**config.mk**
```make
export PLATFORM = sky130hd
export DESIGN_NAME = imem_boot_sequencer_flat
export DESIGN_NICKNAME = d
export VERILOG_FILES = /design/src/rtl/imem_boot_sequencer_pkg.sv /design/src/rtl/imem_boot_sequencer_if.sv /design/src/rtl/imem_boot_sequencer.sv /design/src/flat_wrapper.sv
export SDC_FILE = /design/constraint.sdc
export NUM_CORES = 1
export LEC_CHECK = 0
export ABC_AREA = 1
export CAP_MARGIN = 30
export CORE_AREA = 5 5 125 127
export CTS_BUF_LIST = sky130_fd_sc_hd__clkbuf_8 sky130_fd_sc_hd__clkbuf_16
export DETAILED_ROUTE_END_ITERATION = 10
export DIE_AREA = 0 0 130 132
export GPL_ROUTABILITY_DRIVEN = 0
export GPL_TIMING_DRIVEN = 0
export PLACE_DENSITY = 0.91
export SYNTH_ARGS = -nofsm -noshare
export SYNTH_HDL_FRONTEND = slang
export SYNTH_SLANG_ARGS = --single-unit
export TNS_END_PERCENT = 20
```
**constraint.sdc**
```tcl
create_clock -name clock -period 2.57 [get_ports clock]
set_input_delay 0.257 -clock clock [delete_from_list [all_inputs] [get_ports clock]]
set_output_delay 0.257 -clock clock [all_outputs]
set_load 0.02 [all_outputs]
```
**src/rtl/imem_boot_sequencer_pkg.sv**
```systemverilog
`default_nettype none
// ============================================================================
//  Module      : boot_seq_pkg
//  Description : Shared types and constants for the instruction-memory boot
//                sequencer (state encoding, riscv-tests exit convention).
//  Revision    : 1.0 - initial release
// ============================================================================
package boot_seq_pkg;

    // Sequencer states, explicitly encoded in 3 bits
    typedef enum logic [2:0] {
        IDLE  = 3'd0,
        LOAD  = 3'd1,
        FLUSH = 3'd2,
        RUN   = 3'd3,
        DONE  = 3'd4
    } state_t;

    // riscv-tests exit: a7 holds the exit ecall number, gp==1 means pass
    localparam int EXIT_A7      = 93;
    localparam int PASS_GP      = 1;

    // Cycles the core stays in reset between the last IMEM write and release
    localparam int FLUSH_CYCLES = 2;

endpackage
`default_nettype wire

```
**src/rtl/imem_boot_sequencer_if.sv**
```systemverilog
`default_nettype none
// ============================================================================
//  Module      : imem_boot_sequencer_if
//  Description : valid/ready program-image stream from the host loader into
//                the boot sequencer.
//                s_valid : image word valid (source -> sequencer)
//                s_data  : image word       (source -> sequencer)
//                s_ready : word accepted when s_valid & s_ready
//  Revision    : 1.0 - initial release
// ============================================================================
interface imem_boot_sequencer_if #(
    parameter int WIDTH = 32
);
    logic             s_valid;
    logic [WIDTH-1:0] s_data;
    logic             s_ready;

    // Image source side
    modport master (
        output s_valid,
        output s_data,
        input  s_ready
    );

    // Sequencer side
    modport slave (
        input  s_valid,
        input  s_data,
        output s_ready
    );
endinterface
`default_nettype wire

```
**src/rtl/imem_boot_sequencer.sv**
```systemverilog
`default_nettype none
// ============================================================================
//  Module      : imem_boot_sequencer
//  Description : Holds the RV32 core in reset, streams a program image into
//                instruction memory, releases the core and watches gp/a7 for
//                the riscv-tests exit convention. Reports pass/fail/timeout.
//  Ports       :
//    clock        in   rising-edge clock
//    reset        in   asynchronous active-low reset
//    start        in   launch pulse (accepted in IDLE or DONE)
//    abort        in   level, return to IDLE from any state
//    load_len     in   words to load (0 = run the existing image)
//    max_cycles   in   RUN budget (0 = unlimited)
//    s_if         if   image stream (slave modport)
//    insMemEn     out  IMEM write strobe
//    insMemAddr   out  IMEM word address
//    insMemDataIn out  IMEM write data
//    cpu_reset    out  active-high reset to the core
//    gp, a7       in   core registers x3 / x17
//    busy         out  LOAD, FLUSH or RUN
//    done         out  DONE
//    pass, timeout, len_err out  result flags, valid with done
//    cycles       out  RUN cycles elapsed
//  Revision    : 1.0 - initial release
// ============================================================================
module imem_boot_sequencer
    import boot_seq_pkg::*;
#(
    parameter int WIDTH      = 32,
    parameter int IMEM_DEPTH = 512,
    parameter int W_LEN      = $clog2(IMEM_DEPTH) + 1,
    parameter int W_CYC      = 24
) (
    input  logic                 clock,
    input  logic                 reset,
    input  logic                 start,
    input  logic                 abort,
    input  logic [W_LEN-1:0]     load_len,
    input  logic [W_CYC-1:0]     max_cycles,
    imem_boot_sequencer_if.slave s_if,
    output logic                 insMemEn,
    output logic [WIDTH-1:0]     insMemAddr,
    output logic [WIDTH-1:0]     insMemDataIn,
    output logic                 cpu_reset,
    input  logic [WIDTH-1:0]     gp,
    input  logic [WIDTH-1:0]     a7,
    output logic                 busy,
    output logic                 done,
    output logic                 pass,
    output logic                 timeout,
    output logic                 len_err,
    output logic [W_CYC-1:0]     cycles
);

    localparam logic [W_LEN-1:0] c_len_max   = W_LEN'(IMEM_DEPTH);
    localparam logic [1:0]       c_flush_end = 2'(FLUSH_CYCLES - 1);

    state_t           r_state;
    logic             r_s_ready;
    logic [W_LEN-1:0] r_len;
    logic [W_LEN-1:0] r_count;
    logic [1:0]       r_flush_cnt;

    logic w_handshake;
    logic w_last_word;
    logic w_exit;
    logic w_budget_end;

    assign s_if.s_ready = r_s_ready;

    assign w_handshake  = s_if.s_valid && r_s_ready;
    assign w_last_word  = (r_count == (r_len - W_LEN'(1)));
    assign w_exit       = (a7 == WIDTH'(EXIT_A7));
    assign w_budget_end = (max_cycles != '0) && (cycles == (max_cycles - W_CYC'(1)));

    always_ff @(posedge clock or negedge reset) begin
        if (!reset) begin
            r_state      <= IDLE;
            r_s_ready    <= 1'b0;
            r_len        <= '0;
            r_count      <= '0;
            r_flush_cnt  <= '0;
            insMemEn     <= 1'b0;
            insMemAddr   <= '0;
            insMemDataIn <= '0;
            cpu_reset    <= 1'b1;
            busy         <= 1'b0;
            done         <= 1'b0;
            pass         <= 1'b0;
            timeout      <= 1'b0;
            len_err      <= 1'b0;
            cycles       <= '0;
        end else if (abort) begin
            // A partially written image is left behind; the next start
            // reloads from address 0.
            r_state   <= IDLE;
            r_s_ready <= 1'b0;
            insMemEn  <= 1'b0;
            cpu_reset <= 1'b1;
            busy      <= 1'b0;
            done      <= 1'b0;
            pass      <= 1'b0;
            timeout   <= 1'b0;
            len_err   <= 1'b0;
        end else begin
            // Write strobe is a single-cycle pulse per accepted word
            insMemEn <= 1'b0;

            case (r_state)
                IDLE, DONE: begin
                    if (start) begin
                        pass    <= 1'b0;
                        timeout <= 1'b0;
                        len_err <= 1'b0;
                        cycles  <= '0;
                        if (load_len > c_len_max) begin
                            r_state <= DONE;
                            len_err <= 1'b1;
                            done    <= 1'b1;
                            busy    <= 1'b0;
                        end else if (load_len == '0) begin
                            r_state     <= FLUSH;
                            r_flush_cnt <= '0;
                            done        <= 1'b0;
                            busy        <= 1'b1;
                        end else begin
                            r_state   <= LOAD;
                            r_len     <= load_len;
                            r_count   <= '0;
                            r_s_ready <= 1'b1;
                            done      <= 1'b0;
                            busy      <= 1'b1;
                        end
                    end
                end

                LOAD: begin
                    if (w_handshake) begin
                        insMemEn     <= 1'b1;
                        insMemAddr   <= {{(WIDTH - W_LEN){1'b0}}, r_count};
                        insMemDataIn <= s_if.s_data;
                        r_count      <= r_count + W_LEN'(1);
                        if (w_last_word) begin
                            // The final write strobe is visible during the
                            // first FLUSH cycle and lands at its closing edge.
                            r_s_ready   <= 1'b0;
                            r_state     <= FLUSH;
                            r_flush_cnt <= '0;
                        end
                    end
                end

                FLUSH: begin
                    if (r_flush_cnt == c_flush_end) begin
                        r_state   <= RUN;
                        cpu_reset <= 1'b0;
                        cycles    <= '0;
                    end else begin
                        r_flush_cnt <= r_flush_cnt + 2'd1;
                    end
                end

                RUN: begin
                    if (cycles != '1) begin
                        cycles <= cycles + W_CYC'(1);
                    end
                    // Exit check has priority over the budget
                    if (w_exit) begin
                        r_state   <= DONE;
                        pass      <= (gp == WIDTH'(PASS_GP));
                        cpu_reset <= 1'b1;
                        busy      <= 1'b0;
                        done      <= 1'b1;
                    end else if (w_budget_end) begin
                        r_state   <= DONE;
                        timeout   <= 1'b1;
                        cpu_reset <= 1'b1;
                        busy      <= 1'b0;
                        done      <= 1'b1;
                    end
                end

                default: begin
                    r_state   <= IDLE;
                    r_s_ready <= 1'b0;
                    cpu_reset <= 1'b1;
                    busy      <= 1'b0;
                    done      <= 1'b0;
                end
            endcase
        end
    end

endmodule
`default_nettype wire

```
**src/flat_wrapper.sv**
```systemverilog
// flat-port wrapper written by rule: the top's interface ports become plain ports
module imem_boot_sequencer_flat import boot_seq_pkg::*;
#(
    parameter int WIDTH      = 32,
    parameter int IMEM_DEPTH = 512,
    parameter int W_LEN      = $clog2(IMEM_DEPTH) + 1,
    parameter int W_CYC      = 24
)
  (clock, reset, start, abort, load_len, max_cycles, insMemEn, insMemAddr, insMemDataIn, cpu_reset, gp, a7, busy, done, pass, timeout, len_err, cycles, s_if_s_valid, s_if_s_data, s_if_s_ready);
  imem_boot_sequencer_if #(.WIDTH(WIDTH)) s_if_i ();
  input  logic clock;
  input  logic reset;
  input  logic start;
  input  logic abort;
  input  logic [W_LEN-1:0] load_len;
  input  logic [W_CYC-1:0] max_cycles;
  output logic insMemEn;
  output logic [WIDTH-1:0] insMemAddr;
  output logic [WIDTH-1:0] insMemDataIn;
  output logic cpu_reset;
  input  logic [WIDTH-1:0] gp;
  input  logic [WIDTH-1:0] a7;
  output logic busy;
  output logic done;
  output logic pass;
  output logic timeout;
  output logic len_err;
  output logic [W_CYC-1:0] cycles;
  input wire logic [$bits(s_if_i.s_valid)-1:0] s_if_s_valid;
  input wire logic [$bits(s_if_i.s_data)-1:0] s_if_s_data;
  output wire logic [$bits(s_if_i.s_ready)-1:0] s_if_s_ready;
  assign s_if_i.s_valid = s_if_s_valid;
  assign s_if_i.s_data = s_if_s_data;
  assign s_if_s_ready = s_if_i.s_ready;
  imem_boot_sequencer #(.WIDTH(WIDTH), .IMEM_DEPTH(IMEM_DEPTH), .W_LEN(W_LEN), .W_CYC(W_CYC)) u_core (.clock(clock), .reset(reset), .start(start), .abort(abort), .load_len(load_len), .max_cycles(max_cycles), .s_if(s_if_i), .insMemEn(insMemEn), .insMemAddr(insMemAddr), .insMemDataIn(insMemDataIn), .cpu_reset(cpu_reset), .gp(gp), .a7(a7), .busy(busy), .done(done), .pass(pass), .timeout(timeout), .len_err(len_err), .cycles(cycles));
endmodule
```
After elaboration in Yosys (flattened, before gate mapping)
Cells that the tools add are included.
{ "word_totals": {"reg_bits": 99, "output_inout_bits": 96, "wordCells": 143} }
{ "op_classes": {"n_addsub": 5, "magnitude_cmp": 1, "n_eq_ne": 32, "n_mux": 60, "bitwise_logic": 3, "reduce_logical": 27} }
{ "op_table": {"columns": ["op", "count"], "rows": [
  ["24-bit 2-to-1 mux", 3],
  ["24-bit case mux with 3 select lines", 1],
  ["10-bit 2-to-1 mux", 4],
  ["32-bit by 1-bit equality test with 1-bit output, second input constant", 1],
  ["32-bit by 7-bit equality test with 1-bit output, second input constant", 1],
  ["1-bit 2-to-1 mux", 28],
  ["24-bit by 1-bit adder with 24-bit output, second input constant", 1],
  ["24-bit equality test", 1],
  ["3-bit 2-to-1 mux", 8],
  ["24-bit != test, second input constant", 1],
  ["24-bit nonzero test", 1],
  ["24-bit by 1-bit subtractor with 24-bit output, second input constant", 1],
  ["10-bit case mux with 2 select lines", 1],
  ["2-bit by 1-bit != test with 1-bit output, second input constant", 8],
  ["3-bit by 2-bit != test with 1-bit output, second input constant", 5],
  ["5-bit AND reduction", 3],
  ["2-bit 2-to-1 mux", 7],
  ["3-bit != test, second input constant", 4],
  ["1-bit case mux with 3 select lines", 4],
  ["3-bit case mux with 4 select lines", 1],
  ["3-bit AND reduction", 4],
  ["6-bit AND reduction", 2],
  ["10-bit by 1-bit adder with 10-bit output, second input constant", 1],
  ["10-bit equality test", 1],
  ["22 further kinds", 36]
]} }

Logic depth before layout (Yosys ltp)
{ "depth": {"ltp_word": 7, "depth_mapped": 17, "depth_no_buf": 17} }

Least setup slack after synthesis
OpenSTA, ideal clock, no wires.
{ "synth_path": {"kind": "register to register", "startpoint": "register u_core.cycles[0]", "endpoint": "register u_core.cycles[8]", "setup_time_ns": 0.127, "arrival_time_ns": 1.828, "setup_slack_ns": 0.615, "stages_incl_launch_ff": 14, "path_buffers": 1, "synth_period_minus_slack_ns": 1.955, "cell_sequence": "dfrtp_1 > ha_1 > nand2_1 > nor2_1 > nand3_1 > nor3_4 > nand3_1 > nand2_2 > inv_2 > buf_6 > nand2_1 > nor2_1 > a21oi_1 > a21oi_1"} }
{ "synth_via": {"elab_chain_len": 3} }
{ "synth_rtl": {"columns": ["item", "line", "source"], "rows": [
  ["from (decl)", "imem_boot_sequencer.sv:52", "output logic [W_CYC-1:0] cycles"],
  ["from (signal assigned)", "imem_boot_sequencer.sv:165", "cycles <= cycles + W_CYC'(1);"],
  ["24-bit by 1-bit adder with 24-bit output or 24-bit != test (tied branches)", "imem_boot_sequencer.sv:165, imem_boot_sequencer.sv:164", null],
  ["24-bit 2-to-1 mux or 2-bit by 1-bit != test with 1-bit output (tied branches)", null, null],
  ["24-bit case mux with 3 select lines or 5-bit AND reduction (tied branches)", null, null]
]} }
Several ways; a longest one is shown, not always the timed one. The select of a mux whose other input is x is not followed.
A chain may end at the register's enable or synchronous reset.

Worst setup path in the final report
{ "layout_path": {"startpoint": "register u_core.r_len[0]", "endpoint": "register u_core.r_state[2]"} }
{ "layout_via": {"elab_chain_len": 4} }
{ "layout_rtl": {"columns": ["item", "line", "source"], "rows": [
  ["from (decl)", "imem_boot_sequencer.sv:60", "logic [W_LEN-1:0] r_len;"],
  ["from (signal assigned)", "imem_boot_sequencer.sv:128", "r_len <= load_len;"],
  ["10-bit by 1-bit subtractor with 10-bit output", "imem_boot_sequencer.sv:72", "assign w_last_word = (r_count == (r_len - W_LEN'(1)));"],
  ["10-bit equality test", "imem_boot_sequencer.sv:72", null],
  ["3-bit by 2-bit != test with 1-bit output (no source line)", null, null],
  ["5-bit AND reduction (no source line)", null, null],
  ["to (signal assigned)", "imem_boot_sequencer.sv:78", "r_state <= IDLE;"],
  ["to (signal assigned)", "imem_boot_sequencer.sv:96", "r_state <= IDLE;"],
  ["to (signal assigned)", "imem_boot_sequencer.sv:117", "r_state <= DONE;"],
  ["to (decl)", "imem_boot_sequencer.sv:58", "state_t r_state;"]
]} }
No other way between the ends.

==> metrics.md <==
| Metric | Value |
|---|---|
| H-tree depth | `3` |
| Num ports | `around 230` |
| Syn Area/Cell | `a little over 7 sq um` |
| Final #Nets | `about 1300` |
| Final Cycle Share | `0.9205` |
| Antenna-violating nets left | `0` |
| Clock Skews | `approximately 8 ps` |
| Core footprint | `~14000 sq um` |
| Hold Slack | `about 310 ps` |
| Distinct cell type count after synthesis | `49` |
| Crit-path slowest cell | `dfrtp_1` |
| Critical path data arrival time | `approximately 2600 ps` |
| FP Rows | `44` |
| CTS tree | `yes` |
| Initial Util | `0.4532` |
| N_diodes | `0` |
| Final setup TNS | `0 ps` |
| Worst path cell trace | `inv_1 -> ha_1 -> nand2_1 -> inv_1 -> nand4_1 -> xor2_1 -> nor2_1 -> nand3_1 -> nand2_1 -> nand2_1 -> nor2_2 -> nand3_2 -> nand2_1 -> nand2_1` |
| CP Class | `reg -> reg` |
| Non-filler instance count after layout | `approximately 1400` |
| Critical Path Max Stage Delay | `approximately 430 ps` |
| Congestion Overflow GR | `0` |
| First-pass GRT wire length | `around 33000 um` |
| Post-Synth Adder-Cell Area | `0.009643` |
| Achievable frequency | `0.4227 GHz` |
| Via Count | `slightly below 7000` |
| Post-synthesis simple-gate area fraction | `0.3940` |
| CTS Sinks | `99` |
| Cell repeated most along the worst path | `nand2_1` |
| Routed met3 length | `1756 um` |
| Share of the synthesized area in compound gates (AO/OA/AOI/OAI) | `0.07715` |
| Ys flop type | `dfrtp_1` |
| Initial antenna violation count | `0` |
| Placed Cells | `1332` |
| Mux contribution to synthesized area | `0` |
| Hold Path Class | `in -> reg` |
| Met2 wire len | `roughly 10000 um` |
| Tot GR Track Use | `0.2345` |
| Clk Latency, worst-skew pair | `350 ps` |
| Seq/Total Area, Yosys | `0.3821` |
| Post-synth EDFFs | `0` |
| CP Capture Type | `register` |
| Chip height | `roughly 130 um` |
| Share of layout cells above drive strength 1 | `0.09863` |
| Worst slew pin tran | `520.7 ps` |
| Ys Warns | `0` |
| Worst VDD drop | `0.7946 mV` |
| Xor-xnor portion of the synthesized cell area | `0.04204` |
| Clock Path Buffers | `2` |
| Post-synthesis register bit count | `99` |
| P per Cell Area | `between 700 and 800 nW/um^2` |
| Unrepaired setup endpoints after global routing | `no` |
| Leakage | `between 0.004 and 0.005 uW` |
| Post-synthesis instance total | `919` |
| Via-to-Cell Ratio | `5.079` |
| Slew Limit Headroom | `0.6529` |
| Vias in the first global route | `about 6800` |
| Max_cap viols | `0` |
| Share of flip-flops with an asynchronous set or reset | `1.000` |
| Area growth syn-to-layout | `41.95%` |
| Worst-path fanout max | `7` |
| Fin. max-slew vios | `0` |
| CTS Buf Count | `9` |
| Dpl hpwl | `around 16000 um` |
| Final Setup Violations | `0` |
| Cell area after synthesis | `~6500 sq um` |
| Max Used Layer | `met4` |
| Clock transition at path regs | `80 ps` |
| Met1 Wirelength | `roughly 8000 um` |
| Final Hold Fails | `0` |
| Wire length per cell | `roughly 15 um` |
| Drt first pass iters | `6` |
| Post-layout min period | `2366 ps` |
| Outcome | `finished, final reports clean` |
| Die X-Extent | `approximately 130 um` |
| CP Data Required Time | `~2800 ps` |
| IO buf count | `207` |
| Routed WL | `about 20000 um` |
| Largest net degree at the start of global routing | `between 60 and 70` |
| DRT iter0 DRCs | `395` |
| Die area | `between 15000 and 20000 sq um` |
| Largest family of logic cells by synthesized area | `simple AND/OR/NAND/NOR gates` |
| Root Driver | `clkbuf_16` |
| Drc violations | `0` |
| CP Launch Type | `register` |
==> sequential cells by signal (all words and copies together), names as in the netlist, 2 cells and up <==
register	count
u_core.cycles	24
u_core.r_count	10
u_core.r_len	10
u_core.r_flush_cnt	2
u_core.insMemDataIn	32
u_core.r_state	3
u_core.insMemAddr	10
==> synth_stat cells (all sizes together), types with 2 or more instances <==
cell	number	area (sq um)
ha	5	62.56
a221oi	2	17.52
a31oi	2	12.51
a211oi	2	15.01
xor2	19	166.4
a21oi	25	132.6
nor3b	2	15.01
nor4	14	87.58
dfrtp	98	2452
o21bai	2	26.28
or2	4	25.02
nand4	22	137.6
buf	29	209.0
clkbuf	10	40.04
nor2	134	630.6
nand3	52	295.3
xnor3	2	45.04
o21ai	44	220.2
nor3	15	91.34
xnor2	7	61.31
clkinv	2	7.510
and2	2	12.51
nand2	312	1204
inv	95	356.6
nand3b	4	42.54
o31ai	6	45.04
o21a	2	15.01
==> critical path: cells and delay by family (launching register included) <==
family	cells	cell delay [ps]
buffers and inverters	2	300
XOR/XNOR	1	180
adder cells (fa/ha/maj)	1	270
flip-flops	1	430
AND/OR/NAND/NOR	10	1070
==> power by group <==
group / switching [uW] / internal, uW / leakage (uW)
sequential: 332 / 2050 / 0.00130
clock: 663 / 683 / 0.000141
combinational: 1880 / 1390 / 0.00292
==> layout make-up <==
type | count | area (sq um)
multi-input combinational | 705 | 3477
buffer | 39 | 249.0
sequential | 99 | 2479
fill | 1172 | 5105
clock inverter | 7 | 67.56
timing repair buffer | 210 | 2117
inverter | 97 | 364.1
tap | 184 | 230.2
clock buffer | 9 | 225.2
==> placed cells by master (no fill, tap or decap), drive strengths merged, types with 7 or more instances in the layout <==
| cell type | count |
|---|---|
| dfrtp | 98 |
| clkbuf | 19 |
| xor2 | 19 |
| a21oi | 25 |
| nor4 | 14 |
| inv | 100 |
| nand4 | 22 |
| nor3 | 15 |
| o21ai | 44 |
| xnor2 | 7 |
| conb | 22 |
| nand3 | 52 |
| nand2 | 312 |
| buf | 32 |
| clkdlybuf4s50 | 205 |
| nor2 | 134 |
==> what timing repair did <==
item                                   in CTS  in global routing
hold buffers                                1                  0
endpoints found under the hold margin      39                  0
resized for setup                           0                  2
setup buffers                               0                  1
setup endpoints to repair                   0                  5
==> routing by layer <==
metal | up-vias | GRT usage
met5 | - | 0
met4 | 0 | 0.07390
met3 | 58 | 0.06199
met2 | 265 | 0.4034
met1 | 3164 | 0.2844
li1 | 3369 | -
==> path summary, 6_finish.rpt <==
| path | from | endpoint | slack [ps] | cells after the start |
|---|---|---|---|---|
| max in group asynchronous | reset | u_core.cpu_reset | 1430 | 3 |
| worst max-delay path | u_core.r_len[0] | u_core.r_state[2] | 200 | 14 |
| min in group asynchronous | reset | u_core.insMemAddr[7] | 430 | 2 |
| worst min-delay path | abort | u_core.r_state[0] | 310 | 4 |
| worst max register to register | u_core.r_len[0] | u_core.r_state[2] | 200 | 14 |
| worst min register to register | u_core.cpu_reset | u_core.cpu_reset | 470 | 2 |
==> kinds of logic after synthesis <==
family,Yosys count
flip-flops,99
AO/OA/AOI/OAI,87
XOR/XNOR,28
buffers and inverters,136
adder cells (fa/ha/maj),5
other,1
AND/OR/NAND/NOR,563
==> stage by stage <==
stage | instance area, sq um | setup slack, ps | power, uW | utilization
finish | 9209 | 204.4 | 6996 | 0.6434
global route | 9209 | 2.305 | 7460 | 0.6434
CTS | 9196 | 166.2 | 7002 | 0.6425
detailed placement | 8894 | -168.9 | 5628 | 0.6213
global placement | 8869 | -2397 | 5511 | 0.6196
floorplan | 6566 | 615.2 | 4186 | -
Power figures use the tool's default switching activity.
